## src/rtl/ccff_chain_loader.sv

```systemverilog
// ccff_chain_loader: streams parallel bitstream words, MSB first, into a configuration flip-flop chain.
// Optional readback verify (ones-count compare via tail recirculation) is built when CCFF_READBACK_VERIFY_EN is defined.
module ccff_chain_loader #(
  parameter int CHAIN_LEN = 64,
  parameter int WORD_W    = 8
) (
  input  logic              prog_clk,
  input  logic              pReset,
  input  logic              start,
  input  logic [WORD_W-1:0] cfg_word,
  input  logic              cfg_valid,
  output logic              cfg_ready,
  output logic              ccff_head,
  input  logic              ccff_tail,
  output logic              ccff_shift_en,
  output logic              busy,
  output logic              done,
  output logic              err
);

  localparam int MAX_L = (CHAIN_LEN > WORD_W) ? CHAIN_LEN : WORD_W;
  localparam int AW    = $clog2(MAX_L + 1);
  localparam logic [AW-1:0] CHAIN_LEN_A = AW'(CHAIN_LEN);
  localparam logic [AW-1:0] WORD_W_A    = AW'(WORD_W);
`ifdef CCFF_READBACK_VERIFY_EN
  localparam int BCW = $clog2(CHAIN_LEN + 1);
  localparam logic [BCW-1:0] VERIFY_LAST = BCW'(CHAIN_LEN - 1);
`endif

  typedef enum logic [1:0] {
    ST_IDLE   = 2'd0,
    ST_SHIFT  = 2'd1,
`ifdef CCFF_READBACK_VERIFY_EN
    ST_VERIFY = 2'd2,
`endif
    ST_DONE   = 2'd3
  } state_t;

  state_t            state_r, state_s;
  logic [AW-1:0]     bit_cnt_r, bit_cnt_s;
  logic [AW-1:0]     acc_cnt_r, acc_cnt_s;
  logic [AW-1:0]     sh_cnt_r, sh_cnt_s;
  logic [AW-1:0]     hold_cnt_r, hold_cnt_s;
  logic [WORD_W-1:0] sh_r, sh_s;
  logic [WORD_W-1:0] hold_r, hold_s;
  logic              head_r, head_s;
  logic              shift_en_r, shift_en_s;
  logic              cfg_ready_r, cfg_ready_s;
  logic              busy_r, busy_s;
  logic              done_r, done_s;
  logic              err_r, err_s;
  logic [AW-1:0]     n_in_s;
  logic              xfer_s, pop_s, pop_bit_s, word_used_s;
`ifdef CCFF_READBACK_VERIFY_EN
  logic [BCW-1:0]    ones_in_r, ones_in_s;
  logic [BCW-1:0]    ones_out_r, ones_out_s;
  logic [BCW-1:0]    vcnt_r, vcnt_s;
`endif

  // The last word only contributes the bits still missing from the chain.
  function automatic logic [AW-1:0] take_bits(input logic [AW-1:0] accepted);
    logic [AW-1:0] remain;
    remain = CHAIN_LEN_A - accepted;
    if (remain > WORD_W_A) begin
      return WORD_W_A;
    end else begin
      return remain;
    end
  endfunction

  // Next-state, datapath and registered-output decode.
  always_comb begin
    state_s     = state_r;
    bit_cnt_s   = bit_cnt_r;
    acc_cnt_s   = acc_cnt_r;
    sh_s        = sh_r;
    sh_cnt_s    = sh_cnt_r;
    hold_s      = hold_r;
    hold_cnt_s  = hold_cnt_r;
    head_s      = head_r;
    shift_en_s  = 1'b0;
    err_s       = err_r;
    pop_s       = 1'b0;
    pop_bit_s   = 1'b0;
    word_used_s = 1'b0;
    xfer_s      = cfg_valid & cfg_ready_r;
    n_in_s      = take_bits(acc_cnt_r);
`ifdef CCFF_READBACK_VERIFY_EN
    ones_in_s   = ones_in_r;
    ones_out_s  = ones_out_r;
    vcnt_s      = vcnt_r;
`endif
    case (state_r)
      ST_IDLE: begin
        if (start) begin
          state_s    = ST_SHIFT;
          err_s      = 1'b0;
          bit_cnt_s  = '0;
          acc_cnt_s  = '0;
          sh_cnt_s   = '0;
          hold_cnt_s = '0;
`ifdef CCFF_READBACK_VERIFY_EN
          ones_in_s  = '0;
`endif
        end else begin
          state_s = ST_IDLE;
        end
      end
      ST_SHIFT: begin
        if (bit_cnt_r == CHAIN_LEN_A) begin
`ifdef CCFF_READBACK_VERIFY_EN
          state_s    = ST_VERIFY;
          shift_en_s = 1'b1;
          vcnt_s     = '0;
          ones_out_s = '0;
`else
          state_s    = ST_DONE;
`endif
        end else begin
          // Bit source priority: shift register, then holding register, then the word arriving now.
          if (sh_cnt_r != '0) begin
            pop_s     = 1'b1;
            pop_bit_s = sh_r[WORD_W-1];
            sh_s      = sh_r << 1'b1;
            sh_cnt_s  = sh_cnt_r - AW'(1);
            if ((sh_cnt_s == '0) && (hold_cnt_r != '0)) begin
              sh_s       = hold_r;
              sh_cnt_s   = hold_cnt_r;
              hold_cnt_s = '0;
            end else begin
              hold_cnt_s = hold_cnt_r;
            end
          end else if (hold_cnt_r != '0) begin
            pop_s      = 1'b1;
            pop_bit_s  = hold_r[WORD_W-1];
            sh_s       = hold_r << 1'b1;
            sh_cnt_s   = hold_cnt_r - AW'(1);
            hold_cnt_s = '0;
          end else if (xfer_s) begin
            pop_s       = 1'b1;
            pop_bit_s   = cfg_word[WORD_W-1];
            sh_s        = cfg_word << 1'b1;
            sh_cnt_s    = n_in_s - AW'(1);
            word_used_s = 1'b1;
          end else begin
            pop_s = 1'b0;
          end
          if (xfer_s && !word_used_s) begin
            if (sh_cnt_s == '0) begin
              sh_s     = cfg_word;
              sh_cnt_s = n_in_s;
            end else begin
              hold_s     = cfg_word;
              hold_cnt_s = n_in_s;
            end
          end else begin
            hold_s = hold_r;
          end
          if (xfer_s) begin
            acc_cnt_s = acc_cnt_r + n_in_s;
          end else begin
            acc_cnt_s = acc_cnt_r;
          end
          if (pop_s) begin
            head_s     = pop_bit_s;
            shift_en_s = 1'b1;
            bit_cnt_s  = bit_cnt_r + AW'(1);
`ifdef CCFF_READBACK_VERIFY_EN
            ones_in_s  = ones_in_r + BCW'(pop_bit_s);
`endif
          end else begin
            head_s = head_r;
          end
        end
      end
`ifdef CCFF_READBACK_VERIFY_EN
      ST_VERIFY: begin
        ones_out_s = ones_out_r + BCW'(ccff_tail);
        vcnt_s     = vcnt_r + BCW'(1);
        if (vcnt_r == VERIFY_LAST) begin
          state_s    = ST_DONE;
          shift_en_s = 1'b0;
          if (ones_out_s != ones_in_r) begin
            err_s = 1'b1;
          end else begin
            err_s = err_r;
          end
        end else begin
          shift_en_s = 1'b1;
        end
      end
`endif
      ST_DONE: begin
        state_s = ST_IDLE;
      end
      default: begin
        state_s = ST_IDLE;
      end
    endcase
    cfg_ready_s = (state_s == ST_SHIFT) && (hold_cnt_s == '0) && (acc_cnt_s < CHAIN_LEN_A);
`ifdef CCFF_READBACK_VERIFY_EN
    busy_s      = (state_s == ST_SHIFT) || (state_s == ST_VERIFY);
`else
    busy_s      = (state_s == ST_SHIFT);
`endif
    done_s      = (state_s == ST_DONE);
  end

  // State and output registers with synchronous active-low reset.
  always_ff @(posedge prog_clk) begin
    if (!pReset) begin
      state_r     <= ST_IDLE;
      bit_cnt_r   <= '0;
      acc_cnt_r   <= '0;
      sh_r        <= '0;
      sh_cnt_r    <= '0;
      hold_r      <= '0;
      hold_cnt_r  <= '0;
      head_r      <= 1'b0;
      shift_en_r  <= 1'b0;
      cfg_ready_r <= 1'b0;
      busy_r      <= 1'b0;
      done_r      <= 1'b0;
      err_r       <= 1'b0;
`ifdef CCFF_READBACK_VERIFY_EN
      ones_in_r   <= '0;
      ones_out_r  <= '0;
      vcnt_r      <= '0;
`endif
    end else begin
      state_r     <= state_s;
      bit_cnt_r   <= bit_cnt_s;
      acc_cnt_r   <= acc_cnt_s;
      sh_r        <= sh_s;
      sh_cnt_r    <= sh_cnt_s;
      hold_r      <= hold_s;
      hold_cnt_r  <= hold_cnt_s;
      head_r      <= head_s;
      shift_en_r  <= shift_en_s;
      cfg_ready_r <= cfg_ready_s;
      busy_r      <= busy_s;
      done_r      <= done_s;
      err_r       <= err_s;
`ifdef CCFF_READBACK_VERIFY_EN
      ones_in_r   <= ones_in_s;
      ones_out_r  <= ones_out_s;
      vcnt_r      <= vcnt_s;
`endif
    end
  end

  assign cfg_ready     = cfg_ready_r;
  assign ccff_shift_en = shift_en_r;
  assign busy          = busy_r;
  assign done          = done_r;
  assign err           = err_r;

`ifdef CCFF_READBACK_VERIFY_EN
  // Recirculate the tail during verify so the chain content is preserved.
  assign ccff_head = (state_r == ST_VERIFY) ? ccff_tail : head_r;
`else
  logic unused_tail_s;
  assign ccff_head     = head_r;
  assign unused_tail_s = ccff_tail;
`endif

endmodule

```

## config.mk

```make
export PLATFORM = sky130hd
export DESIGN_NAME = ccff_chain_loader
export DESIGN_NICKNAME = d
export VERILOG_FILES = /design/src/rtl/ccff_chain_loader.sv
export SDC_FILE = /design/constraint.sdc
export NUM_CORES = 1
export LEC_CHECK = 0
export BUFFER_PORTS_ARGS = -buffer_cell sky130_fd_sc_hd__buf_2
export CORE_AREA = 5 5 81 98
export DETAILED_ROUTE_END_ITERATION = 16
export DIE_AREA = 0 0 86 103
export PLACE_DENSITY_LB_ADDON = 0.05
export SLEW_MARGIN = 15
export SYNTH_ARGS = -nofsm -noshare
export SYNTH_HDL_FRONTEND = slang
export SYNTH_SLANG_ARGS = --single-unit
```

## constraint.sdc

```tcl
create_clock -name prog_clk -period 4.5 [get_ports prog_clk]
set_clock_uncertainty 0.05 [all_clocks]
set_input_delay 0.45 -clock prog_clk [delete_from_list [all_inputs] [get_ports prog_clk]]
set_output_delay 0.45 -clock prog_clk [all_outputs]
set_load 0.01 [all_outputs]
```

* Yosys cells after proc, flatten, opt, wreduce, memory -nomap -nowiden
Index checks and enable logic that the tools add are counted.
Widths: inputs -> output; s select.
** Storage, ports and cells
- Word-level logic and storage cells :: 99
- Bits of input ports :: 13
- Flip-flop bits (word level) :: 51
- Output and inout port bits :: 6
** Cells by class
- Add/sub/neg operators :: 6
- Muxes and demuxes :: 49
- Equality and inequality tests :: 7
- Bitwise gates (word level) :: 5
- Reductions and logical operators :: 18
- Order comparisons :: 2
** Operators by type and width (number)
- $mux 7 :: 23
- $pmux 7 s2 :: 4
- $mux 8 :: 6
- $logic_not 7->1 :: 3
- $sub 7x1->7 const B :: 3
- $mux 1 :: 14
- $reduce_bool 7->1 :: 2
- $reduce_and 4->1 :: 2
- $add 7x1->7 const B :: 1
- $add 7x7->7 :: 1
- $eq 7x7->1 const B :: 1
- $gt 7x4->1 const B :: 1
- $lt 7x7->1 const B :: 1
- $sub 7x7->7 const A :: 1
- $ne 2x2->1 const B :: 3
- $reduce_and 3->1 :: 2
- $eq 2x1->1 const B :: 2
- $logic_and 1x1->1 :: 4
- $not 1->1 :: 4
- $pmux 2 s2 :: 1
- $reduce_or 3->1 :: 1
- $eq 2x2->1 const B :: 1
- $logic_not 2->1 :: 1
- $mux 2 :: 1
- other kinds (4) :: 4

* Depth between registers and ports, before layout
Gate-level depths: netlist of the first run.
- Depth after elaboration :: 17
- Depth in mapped cells :: 20
- Mapped depth without buffers :: 16

* Least setup slack after synthesis of the first run
No wires, ideal clock.
- Kind :: reg2reg
- Start point :: register acc_cnt_r[0]
- End point :: register sh_r[1]
- Stages on the path, launching flop included :: 19
- Library setup time :: 0.086 ns
- Path slack :: 0.389 ns
- Data required time :: 4.364 ns
- Period minus slack after synthesis :: 4.111 ns
- Path buffers :: 3
- Data arrival time :: 3.975 ns
- Path through :: dfxtp_1 > clkbuf_1 > inv_1 > ha_1 > clkbuf_1 > xor2_1 > or4_4 > nand2_1 > and2_1 > and2_1 > clkbuf_1 > inv_1 > ha_1 > or3_1 > and3_4 > nor4_4 > nand3_4 > mux2i_1 > a211oi_1
** Between the ends
- Word-level cells in the longest chain between the ends :: 12
** RTL lines
- from (decl) :: RTL line 41 : logic [AW-1:0] acc_cnt_r, acc_cnt_s;
- from (signal assigned) :: RTL line 233 : acc_cnt_r <= acc_cnt_s;
- $sub 7x7->7 * :: RTL line 63 : remain = CHAIN_LEN_A - accepted;
- $gt 7x4->1 :: RTL line 64 : if (remain > WORD_W_A) begin
- $mux 7 * :: RTL line 64
- $sub 7x1->7 * :: RTL line 143 : sh_cnt_s = n_in_s - AW'(1);
- $mux 7 * :: RTL line 139 : end else if (xfer_s) begin
- $mux 7 * :: RTL line 133 : end else if (hold_cnt_r != '0) begin
- $mux 7 * :: RTL line 121 : if (sh_cnt_r != '0) begin
- $mux 7 * :: RTL line 110 : if (bit_cnt_r == CHAIN_LEN_A) begin
- $mux 7 * :: RTL line 93 : case (state_r)
- $logic_not 7->1 * :: RTL line 149 : if (sh_cnt_s == '0) begin
- $mux 8 * :: RTL line 149
- $mux 8 * :: RTL line 148 : if (xfer_s && !word_used_s) begin
- to (signal assigned) :: RTL line 234 : sh_r <= sh_s;
- to (decl) :: RTL line 44 : logic [WORD_W-1:0] sh_r, sh_s;
Every way passes the cells marked *; elsewhere a longest branch is shown, timed or not. The select of a mux whose other input is x is not followed.
A chain may end at the register's enable or synchronous reset.

* Worst setup path after layout of the first run
- Start point :: register acc_cnt_r[1]
- End point :: register cfg_ready_r (netlist: cfg_ready)
** Between the ends
- Word-level cells in the longest chain between the ends :: 17
- Elaborated cells between the ends (all ways) :: 23
- Those cells by class :: add/sub (3); order compare (2); mux (14); reduce/logical (4)
** RTL lines
- $sub 7x7->7 :: RTL line 63
- $gt 7x4->1 :: RTL line 64
- $mux 7 :: RTL line 64
- $sub 7x1->7 :: RTL line 143
- $mux 7 :: RTL line 139
- $mux 7 :: RTL line 133
- $mux 7 :: RTL line 121
- $mux 7 :: RTL line 110
- $mux 7 :: RTL line 93
- $logic_not 7->1 :: RTL line 149
- $mux 7 :: RTL line 149
- $mux 7 :: RTL line 148
- $mux 7 :: RTL line 110
- $pmux 7 s2 :: RTL line 93
- $logic_not 7->1 :: RTL line 200 : cfg_ready_s = (state_s == ST_SHIFT) && (hold_cnt_s == '0) && (acc_cnt_s < CHAIN_LEN_A);
- $logic_and 1x1->1 :: RTL line 200
- $logic_and 1x1->1 * :: RTL line 200
- to (signal assigned) :: RTL line 240 : cfg_ready_r <= cfg_ready_s;
- to (decl) :: RTL line 48 : logic cfg_ready_r, cfg_ready_s;
Marks and branches as above.

==> flow_metrics.tcl, run 1 <==
set metrics [dict create \
    grt_pass1_vias 3359 \
    min_period_ns 4.08 \
    ys_async_sr_fraction_pct 0 \
    worst_setup_path_end_kind "flop" \
    avgSynthCellArea_um2 7.72 \
    rsz0062_at_grt "no" \
    hp-class "in2reg" \
    max-vdd-ir-drop_uv 225 \
    firstDrtPassIters 5 \
    initial_utilization_pct 52.6 \
    insertion_delay_ns 0.31 \
    yosys.area_share.simple_pct 28.5 \
    relSlewSlack_pct 46.6 \
    path_clk_slew_ns 0.11 \
    synth_edf_count 0 \
    finish.utilization_pct 56.5 \
    initialDrtViolationCount 176 \
    critPathRequiredTime_ns 4.67 \
    wl_per_cell_um 17.1 \
    p_leak_uw 0.00150 \
    maxCapViolations 0 \
    worst_ep_arrival_time_ns 4.25 \
    die_width_um 86 \
    tightestPinTransition_ns 0.798 \
    numCtsBuffers 5 \
    viasPerCell 6.21 \
    finalCritPeriodShare_pct 90.6 \
    layout_commonest_cell "nor2_1" \
    drtAntennaViolNets 0 \
    synthMuxAreaShare_pct 6.54 \
    finalWirelength_um 9850 \
    synthAdderAreaFrac_pct 3.59 \
    cts_setup_buffers 0 \
    synthesis.instances 478 \
    io_buffers 16 \
    synth_xor_area_share_pct 3.56 \
    cts-root-buf "clkbuf_8" \
    clockBufferDepth 2 \
    status "completed" \
    nets 507 \
    cpPeakStageDelay_ns 0.55 \
    die_area_mm2 0.00886 \
    synth-compound-area-share_pct 24.7 \
    power.density_mw_per_mm2 364 \
    synth_top_family_by_area "simple AND/OR/NAND/NOR gates" \
    max_freq_mhz 245 \
    cts_hold_buf 0 \
    finalHoldViolCount 0 \
    crit_type "reg2reg" \
    gp_congestion 0.931 \
    ioPinCount 19 \
    grt_pass1_wl_um 16400 \
    crit_buf_inv 0 \
    ys_types 75 \
    worstPathMaxFanout 6 \
    diodes 0 \
    ctsHtreeMaxLevel 2 \
    dp_hpwl_um 7140 \
    fin_setup_tns_ns 0 \
    synth_area_mm2 0.00369 \
    synth_top_area_cell "dfxtp_1" \
    track_usage_pct 22.9 \
    ys_seq_elements 51 \
    crit_family "simple AND/OR/NAND/NOR gates" \
    die_h_um 103 \
    ys_warn_count 0 \
    clock-sinks 51 \
    post-route-drc-count 0 \
    synth.top_cell.area_share_pct 27.7 \
    final_cell_mix "nor2_1, dfxtp_1, nand2_1, o21ai_0" \
    synth_top_flop_cell "dfxtp_1" \
    cts_tree "done" \
    cp-start-kind "flop" \
    grt_remaining_overflow 0 \
    row_count 34 \
    final_max_slew_viol_count 0 \
    syn_to_final_growth_pct 7.39 \
    vias 3570 \
    setup_violations 0 \
    coreArea_mm2 0.00702 \
    synthTopCellsByArea "dfxtp_1, mux2i_1, nor2_1" \
    drive_above_1_share_pct 12.8 \
    crit_chain "or4_4 > or4_4 > nand2_1 > and2_1 > and2_1 > fa_1 > nand2_1 > nor4_1 > o311ai_0 > a21oi_1 > mux2i_1 > nor3_1 > o21ai_0 > a2111oi_2" \
    antenna_found_initial 0 \
    grt_start_max_net_pins 39 \
    cp_slowest_cell "or4_4" \
    post_cts_resized 0 \
    seq_area_frac_synth_pct 27.7 \
]
[sequential cells by signal, summed over array words and instances, names as in the netlist]
signal	count
acc_cnt_r	7
bit_cnt_r	7
busy	1
ccff_head	1
ccff_shift_en	1
cfg_ready	1
done	1
hold_cnt_r	7
hold_r	8
sh_cnt_r	7
sh_r	8
state_r	2
[synth_stat cells (3+ instances only)]
master     n
a211oi_1   9
a31oi_1    8
dfxtp_1   51
a22oi_1    5
mux2i_1   23
and2_1     9
clkbuf_1  27
or3_1      7
inv_1     14
and4_1     3
xor2_1     9
nand2_1   50
o21ai_0   24
a21oi_2    4
nor4_1     6
nor3b_1    4
xnor2_1    6
o211a_1    3
ha_1       9
o211ai_1  12
a41o_1     3
nand3_1   23
nor2_1    55
o31ai_1    5
nand4_1    5
a21oi_1   23
nor2b_1    6
nor3_1    14
[per-stage QoR]
stage,power [µW],instance area (µm²),hold slack [ns],std cells,setup WS (ns)
after floorplan,1000,3690,0.374,479,0.389
after global placement,1140,3870,0.384,567,0.566
after detailed placement,1150,3870,0.390,567,0.506
after CTS,1440,3960,0.337,575,0.473
after global routing,1530,3960,0.350,575,0.128
final,1440,3960,0.349,575,0.425
[cell type report]
type | count | area, µm²
fillers | 683 | 3060
flip-flops and latches | 51 | 1020
repair buffers | 32 | 200
multi-input cells | 380 | 2480
well taps | 90 | 113
inverters | 14 | 52.6
clock buffers | 5 | 68.8
clock inverters | 3 | 27.5
[power by group]
| group | internal, µW | total, µW | switching, µW | leakage [µW] |
|---|---|---|---|---|
| clock network | 115 | 295 | 180 | 0.0000463 |
| logic | 231 | 642 | 411 | 0.00104 |
| registers | 475 | 505 | 30.4 | 0.000414 |
[tightest hold or removal path, cell delays in order]
cell and delay, ns:
buf_2 0.10, mux2i_1 0.06, nor2_1 0.07
[final timing paths]
path | startpoint | endpoint | slack, ns | cells past startpoint
max | acc_cnt_r[1] | cfg_ready | 0.42 | 14
min reg2reg | state_r[1] | state_r[0] | 0.41 | 1
min | cfg_word[1] | hold_r[1] | 0.35 | 3
max reg2reg | acc_cnt_r[1] | cfg_ready | 0.42 | 14
[cells by family after synthesis]
logic type      count (synthesis)
xor+xnor                       15
other cells                     1
buf+inv                        48
fa+ha+maj                      10
mux                            24
simple gates                  202
compound gates                127
flops                          51
[per-layer routing]
metal | GRT usage, % | wire length (µm) | up-vias
li1 | - | - | 1765
met1 | 28.4 | 4360 | 1695
met2 | 40.9 | 4970 | 98
met3 | 3.44 | 372 | 12
met4 | 6.94 | 146 | 0
met5 | 0 | 0 | -
Note: power is estimated with default switching activity, not from simulation.
==> run 2, diff against run 1 <==
--- a/config.mk
+++ b/config.mk
@@ -9,7 +9,7 @@
 export CORE_AREA = 5 5 81 98
 export DETAILED_ROUTE_END_ITERATION = 16
 export DIE_AREA = 0 0 86 103
-export PLACE_DENSITY_LB_ADDON = 0.05
+export PLACE_DENSITY_LB_ADDON = 0.08
 export SLEW_MARGIN = 15
 export SYNTH_ARGS = -nofsm -noshare
 export SYNTH_HDL_FRONTEND = slang
==> run 2 against run 1 <==
Against the previous run:
- worst setup slack gained 0.051 ns
- register-to-register slack gained 0.05 ns
- sequential power is essentially flat
- routed wire length shrank 2.6%
- cell count shrank 0.35%
- first-iteration DRC count grew 6.8%
- global-route usage shrank 0.69 points
- critical path depth is the same
- final area is essentially flat
- via count shrank 0.45%
- core utilization shrank 0.054 points
- die area is the same
- highest routed layer unchanged
==> flow_metrics.tcl, run 2 (synthesis results as in run 1) <==
set metrics [dict create \
    status "completed" \
    p_leak_uw 0.00149 \
    finalHoldViolCount 0 \
    crit_buf_inv 0 \
    relSlewSlack_pct 54.1 \
    cp-start-kind "flop" \
    worst_ep_arrival_time_ns 4.18 \
    hp-class "in2reg" \
    cpPeakStageDelay_ns 0.55 \
    worst_setup_path_end_kind "flop" \
    post-route-drc-count 0 \
    ctsHtreeMaxLevel 2 \
    nets 505 \
    wl_per_cell_um 16.7 \
    cts_setup_buffers 0 \
    gp_congestion 0.984 \
    fillers 697 \
    fin_setup_tns_ns 0 \
    initial_utilization_pct 52.6 \
    max_freq_mhz 248 \
    die_area_mm2 0.00886 \
    max-vdd-ir-drop_uv 228 \
    firstDrtPassIters 5 \
    setup_violations 0 \
    layout_commonest_cell "nor2_1" \
    coreArea_mm2 0.00702 \
    clock-sinks 51 \
    vias 3554 \
    crit_end "cfg_ready" \
    syn_to_final_growth_pct 7.29 \
    insertion_delay_ns 0.31 \
    largestRegisters "hold_r (8), sh_r (8)" \
    maxCapViolations 0 \
    timing.rr.end "cfg_ready" \
    dp_hpwl_um 7020 \
    worstPathMaxFanout 5 \
    r2r-start "acc_cnt_r[0]" \
    r2r_setup_slack_ns 0.48 \
    drtAntennaViolNets 0 \
    finish.utilization_pct 56.4 \
    setup_slack_ns 0.476 \
    final_cell_mix "nor2_1, dfxtp_1, nand2_1, o21ai_0" \
    final_max_slew_viol_count 0 \
    finalNonFillerCells 573 \
    path_clk_slew_ns 0.10 \
    ioPinCount 19 \
    finalCritPeriodShare_pct 89.4 \
    min_period_ns 4.02 \
    critPathRequiredTime_ns 4.65 \
    diodes 0 \
    crit_family "simple AND/OR/NAND/NOR gates" \
    die_h_um 103 \
    cts-root-buf "clkbuf_8" \
    row_count 34 \
    pre_cts_slack_ns 0.504 \
    io_buffers 16 \
    tightestPinTransition_ns 0.687 \
    numCtsBuffers 5 \
    initialDrtViolationCount 188 \
    grt_start_max_net_pins 39 \
    post_cts_resized 0 \
    rr_worst_depth 14 \
    setup.worst_path.start "acc_cnt_r[0]" \
    track_usage_pct 22.2 \
    cp_slowest_cell "or4_4" \
    power.density_mw_per_mm2 359 \
    viasPerCell 6.20 \
    cts_hold_buf 0 \
    cts_tree "done" \
    path_depth 14 \
    finalWirelength_um 9590 \
    crit_type "reg2reg" \
    crit_chain "or4_4 > or4_4 > nand2_1 > and2_1 > and2_1 > fa_1 > nand2_1 > nor4_1 > o311ai_0 > a21oi_1 > mux2i_1 > nor3_1 > o21ai_0 > a2111oi_2" \
    grt_pass1_vias 3342 \
    grt_pass1_wl_um 15900 \
    clockBufferDepth 2 \
    drive_above_1_share_pct 12.4 \
    rsz0062_at_grt "no" \
    antenna_found_initial 0 \
    grt_remaining_overflow 0 \
    placed_cells 565 \
    die_width_um 86 \
    hold_ws_ns 0.348 \
]
==> run 2: metrics by stage <==
stage	total power (µW)	cell area, µm²
floorplan	1000	3690
global placement	1130	3860
detailed placement	1140	3860
CTS	1420	3960
global route	1510	3960
finish	1420	3960
==> run 2: worst min path at each step <==
stage / cells past startpoint / start / endpoint / slack (ns)
after CTS: 3 / cfg_word[1] / hold_r[1] / 0.34
after global placement: 1 / state_r[1] / state_r[0] / 0.38
after floorplan: 1 / state_r[1] / state_r[0] / 0.37
after global routing: 3 / cfg_word[7] / hold_r[7] / 0.36
after detailed placement: 1 / state_r[1] / state_r[0] / 0.40
final: 3 / cfg_word[1] / hold_r[1] / 0.35
==> run 2: cell type report <==
cell class | instances | area [µm²] | area share (%)
well taps | 90 | 113 | 2.84
repair buffers | 30 | 198 | 4.99
clock inverters | 3 | 26.3 | 0.664
inverters | 14 | 52.6 | 1.33
flip-flops and latches | 51 | 1020 | 25.8
clock buffers | 5 | 68.8 | 1.74
multi-input cells | 380 | 2480 | 62.7
==> run 2: tightest hold or removal path: stages <==
cell     delay (ns)
buf_2          0.10
mux2i_1        0.06
nor2_1         0.07
==> run 2: where the power goes <==
group / internal [µW] / total (µW) / switching [µW] / leakage (µW)
clock: 115 / 280 / 166 / 0.0000491
combinational: 231 / 633 / 402 / 0.00103
sequential: 474 / 507 / 32.8 / 0.000414
==> run 2: routing by layer <==
metal	vias up	part of all wire, %	routed length, µm	track usage [%]
met5	-	0	0	0
met4	0	3.5	334	10.8
met3	35	4.8	463	2.88
met2	121	48	4580	37.4
met1	1640	44	4210	28.0
li1	1758	-	-	-
==> run 3, diff against run 2 <==
--- a/config.mk
+++ b/config.mk
@@ -6,9 +6,9 @@
 export NUM_CORES = 1
 export LEC_CHECK = 0
 export BUFFER_PORTS_ARGS = -buffer_cell sky130_fd_sc_hd__buf_2
-export CORE_AREA = 5 5 81 98
+export CORE_AREA = 2 2 78 95
 export DETAILED_ROUTE_END_ITERATION = 16
-export DIE_AREA = 0 0 86 103
+export DIE_AREA = 0 0 80 97
 export PLACE_DENSITY_LB_ADDON = 0.08
 export SLEW_MARGIN = 15
 export SYNTH_ARGS = -nofsm -noshare
==> run 3 against run 2 <==
Against the previous run:
- sequential power hardly changed
- die area decreased by 12%
- flip-flop and latch count unchanged
- register-to-register slack lost 0.18 ns
- via count up 1.0%
- highest routed layer unchanged
==> flow_metrics.tcl, run 3 (synthesis results as in run 1) <==
set metrics [dict create \
    status "completed" \
    worst_ep_arrival_time_ns 4.38 \
    numCtsBuffers 5 \
    layout_commonest_cell "nor2_1" \
    fin_setup_tns_ns 0 \
    nets 505 \
    syn_to_final_growth_pct 7.56 \
    worstPathMaxFanout 17 \
    multi_input_area_mm2 0.00249 \
    relSlewSlack_pct 46.7 \
    drtAntennaViolNets 0 \
    insertion_delay_ns 0.32 \
    finalNonFillerCells 570 \
    wl_per_cell_um 17.1 \
    grt_remaining_overflow 0 \
    finish.utilization_pct 58.6 \
    firstDrtPassIters 5 \
    finalCritPeriodShare_pct 93.4 \
    regArea_mm2 0.00102 \
    setup_violations 0 \
    clockBufferDepth 2 \
    antenna_found_initial 0 \
    row_count 33 \
    setup_slack_ns 0.296 \
    crit_type "reg2reg" \
    coreArea_mm2 0.00677 \
    hp-class "in2reg" \
    cts-root-buf "clkbuf_8" \
    initial_utilization_pct 54.5 \
    post-route-drc-count 0 \
    critPathRequiredTime_ns 4.68 \
    placed_cells 562 \
    ctsHtreeMaxLevel 2 \
    grt_start_max_net_pins 39 \
    cp-start-kind "flop" \
    vias 3590 \
    viasPerCell 6.30 \
    maxCapViolations 0 \
    track_usage_pct 25.5 \
    p_leak_uw 0.00150 \
    fillers 643 \
    final_max_slew_viol_count 0 \
    final_cell_mix "nor2_1, dfxtp_1, nand2_1, o21ai_0" \
    rsz0062_at_grt "no" \
    drive_above_1_share_pct 12.6 \
    power.total_uw 1480 \
    io_buffers 16 \
    power.density_mw_per_mm2 372 \
    path_clk_slew_ns 0.10 \
    grt_pass1_vias 3382 \
    pre_cts_slack_ns 0.386 \
    die_area_mm2 0.00776 \
    cts_tree "done" \
    dp_hpwl_um 7010 \
    die_width_um 80 \
    clock-sinks 51 \
    tightestPinTransition_ns 0.797 \
    gp_congestion 0.882 \
    die_h_um 97 \
    min_period_ns 4.20 \
    finalHoldViolCount 0 \
    diodes 0 \
    grt_pass1_wl_um 16100 \
    largestRegisters "hold_r (8), sh_r (8)" \
    worst_setup_path_end_kind "flop" \
    ioPinCount 19 \
    initialDrtViolationCount 232 \
    max-vdd-ir-drop_uv 278 \
    max_freq_mhz 238 \
    finalWirelength_um 9730 \
]
==> run 3: cell types whose count changed in the layout (fill, tap and decap cells not counted), sizes merged <==
| cell | before | now |
|---|---|---|
| inv | 16 | 15 |
| clkinv | 1 | 0 |
| bufinv | 0 | 1 |
| clkinvlp | 0 | 1 |
==> run 3: critical path, cell delays in order, from the launching register on <==
cell      delay [ns]
dfxtp_1         0.46
inv_1           0.11
ha_1            0.24
buf_4           0.21
nor4b_1         0.36
o21ai_0         0.13
nand2_1         0.09
and2_1          0.18
and2_1          0.33
inv_1           0.08
ha_1            0.23
or3_1           0.37
and3_4          0.18
nor4_4          0.46
nand3_4         0.22
mux2i_1         0.20
a211oi_1        0.23
==> run 3: final cells by class <==
class                           instances  area share (%)
Multi-Input combinational cell        380            62.7
Sequential cell                        51            25.7
Tap cell                               87            2.74
Inverter                               14            1.32
Timing Repair Buffer                   30            4.66
Clock buffer                            5            1.73
Clock inverter                          3            1.17
==> run 3: what timing repair did <==
action | CTS | global route
endpoints found under the setup margin | 0 | 1
resized for setup | 0 | 1
buffers inserted | 0 | 0
hold buffers | 0 | 0
==> run 3: path summary, 6_finish.rpt <==
path | cells past startpoint | slack [ns] | endpoint | from
hold reg to reg | 1 | 0.42 | state_r[0] | state_r[1]
setup / recovery | 16 | 0.30 | sh_r[6] | acc_cnt_r[0]
setup reg to reg | 16 | 0.30 | sh_r[6] | acc_cnt_r[0]
hold / removal | 3 | 0.36 | hold_r[1] | cfg_word[1]
==> run 3: metal layers <==
| metal | share of wire (%) | track usage (%) |
|---|---|---|
| met5 | 0 | 0 |
| met4 | 2.4 | 7.56 |
| met3 | 3.8 | 3.17 |
| met2 | 49 | 42.2 |
| met1 | 45 | 34.4 |
==> run 3: where the power goes <==
| part | switching [µW] | internal [µW] |
|---|---|---|
| Clock | 173 | 168 |
| Sequential | 30.0 | 474 |
| Combinational | 404 | 227 |
| Total | 607 | 869 |
==> run 3: per-stage QoR <==
stage,hold slack [ns],cell area (µm²)
2_1_floorplan,0.374,3690
3_3_place_gp,0.380,3850
3_5_place_dp,0.397,3850
4_1_cts,0.346,3960
5_1_grt,0.362,3970
6_report,0.357,3970
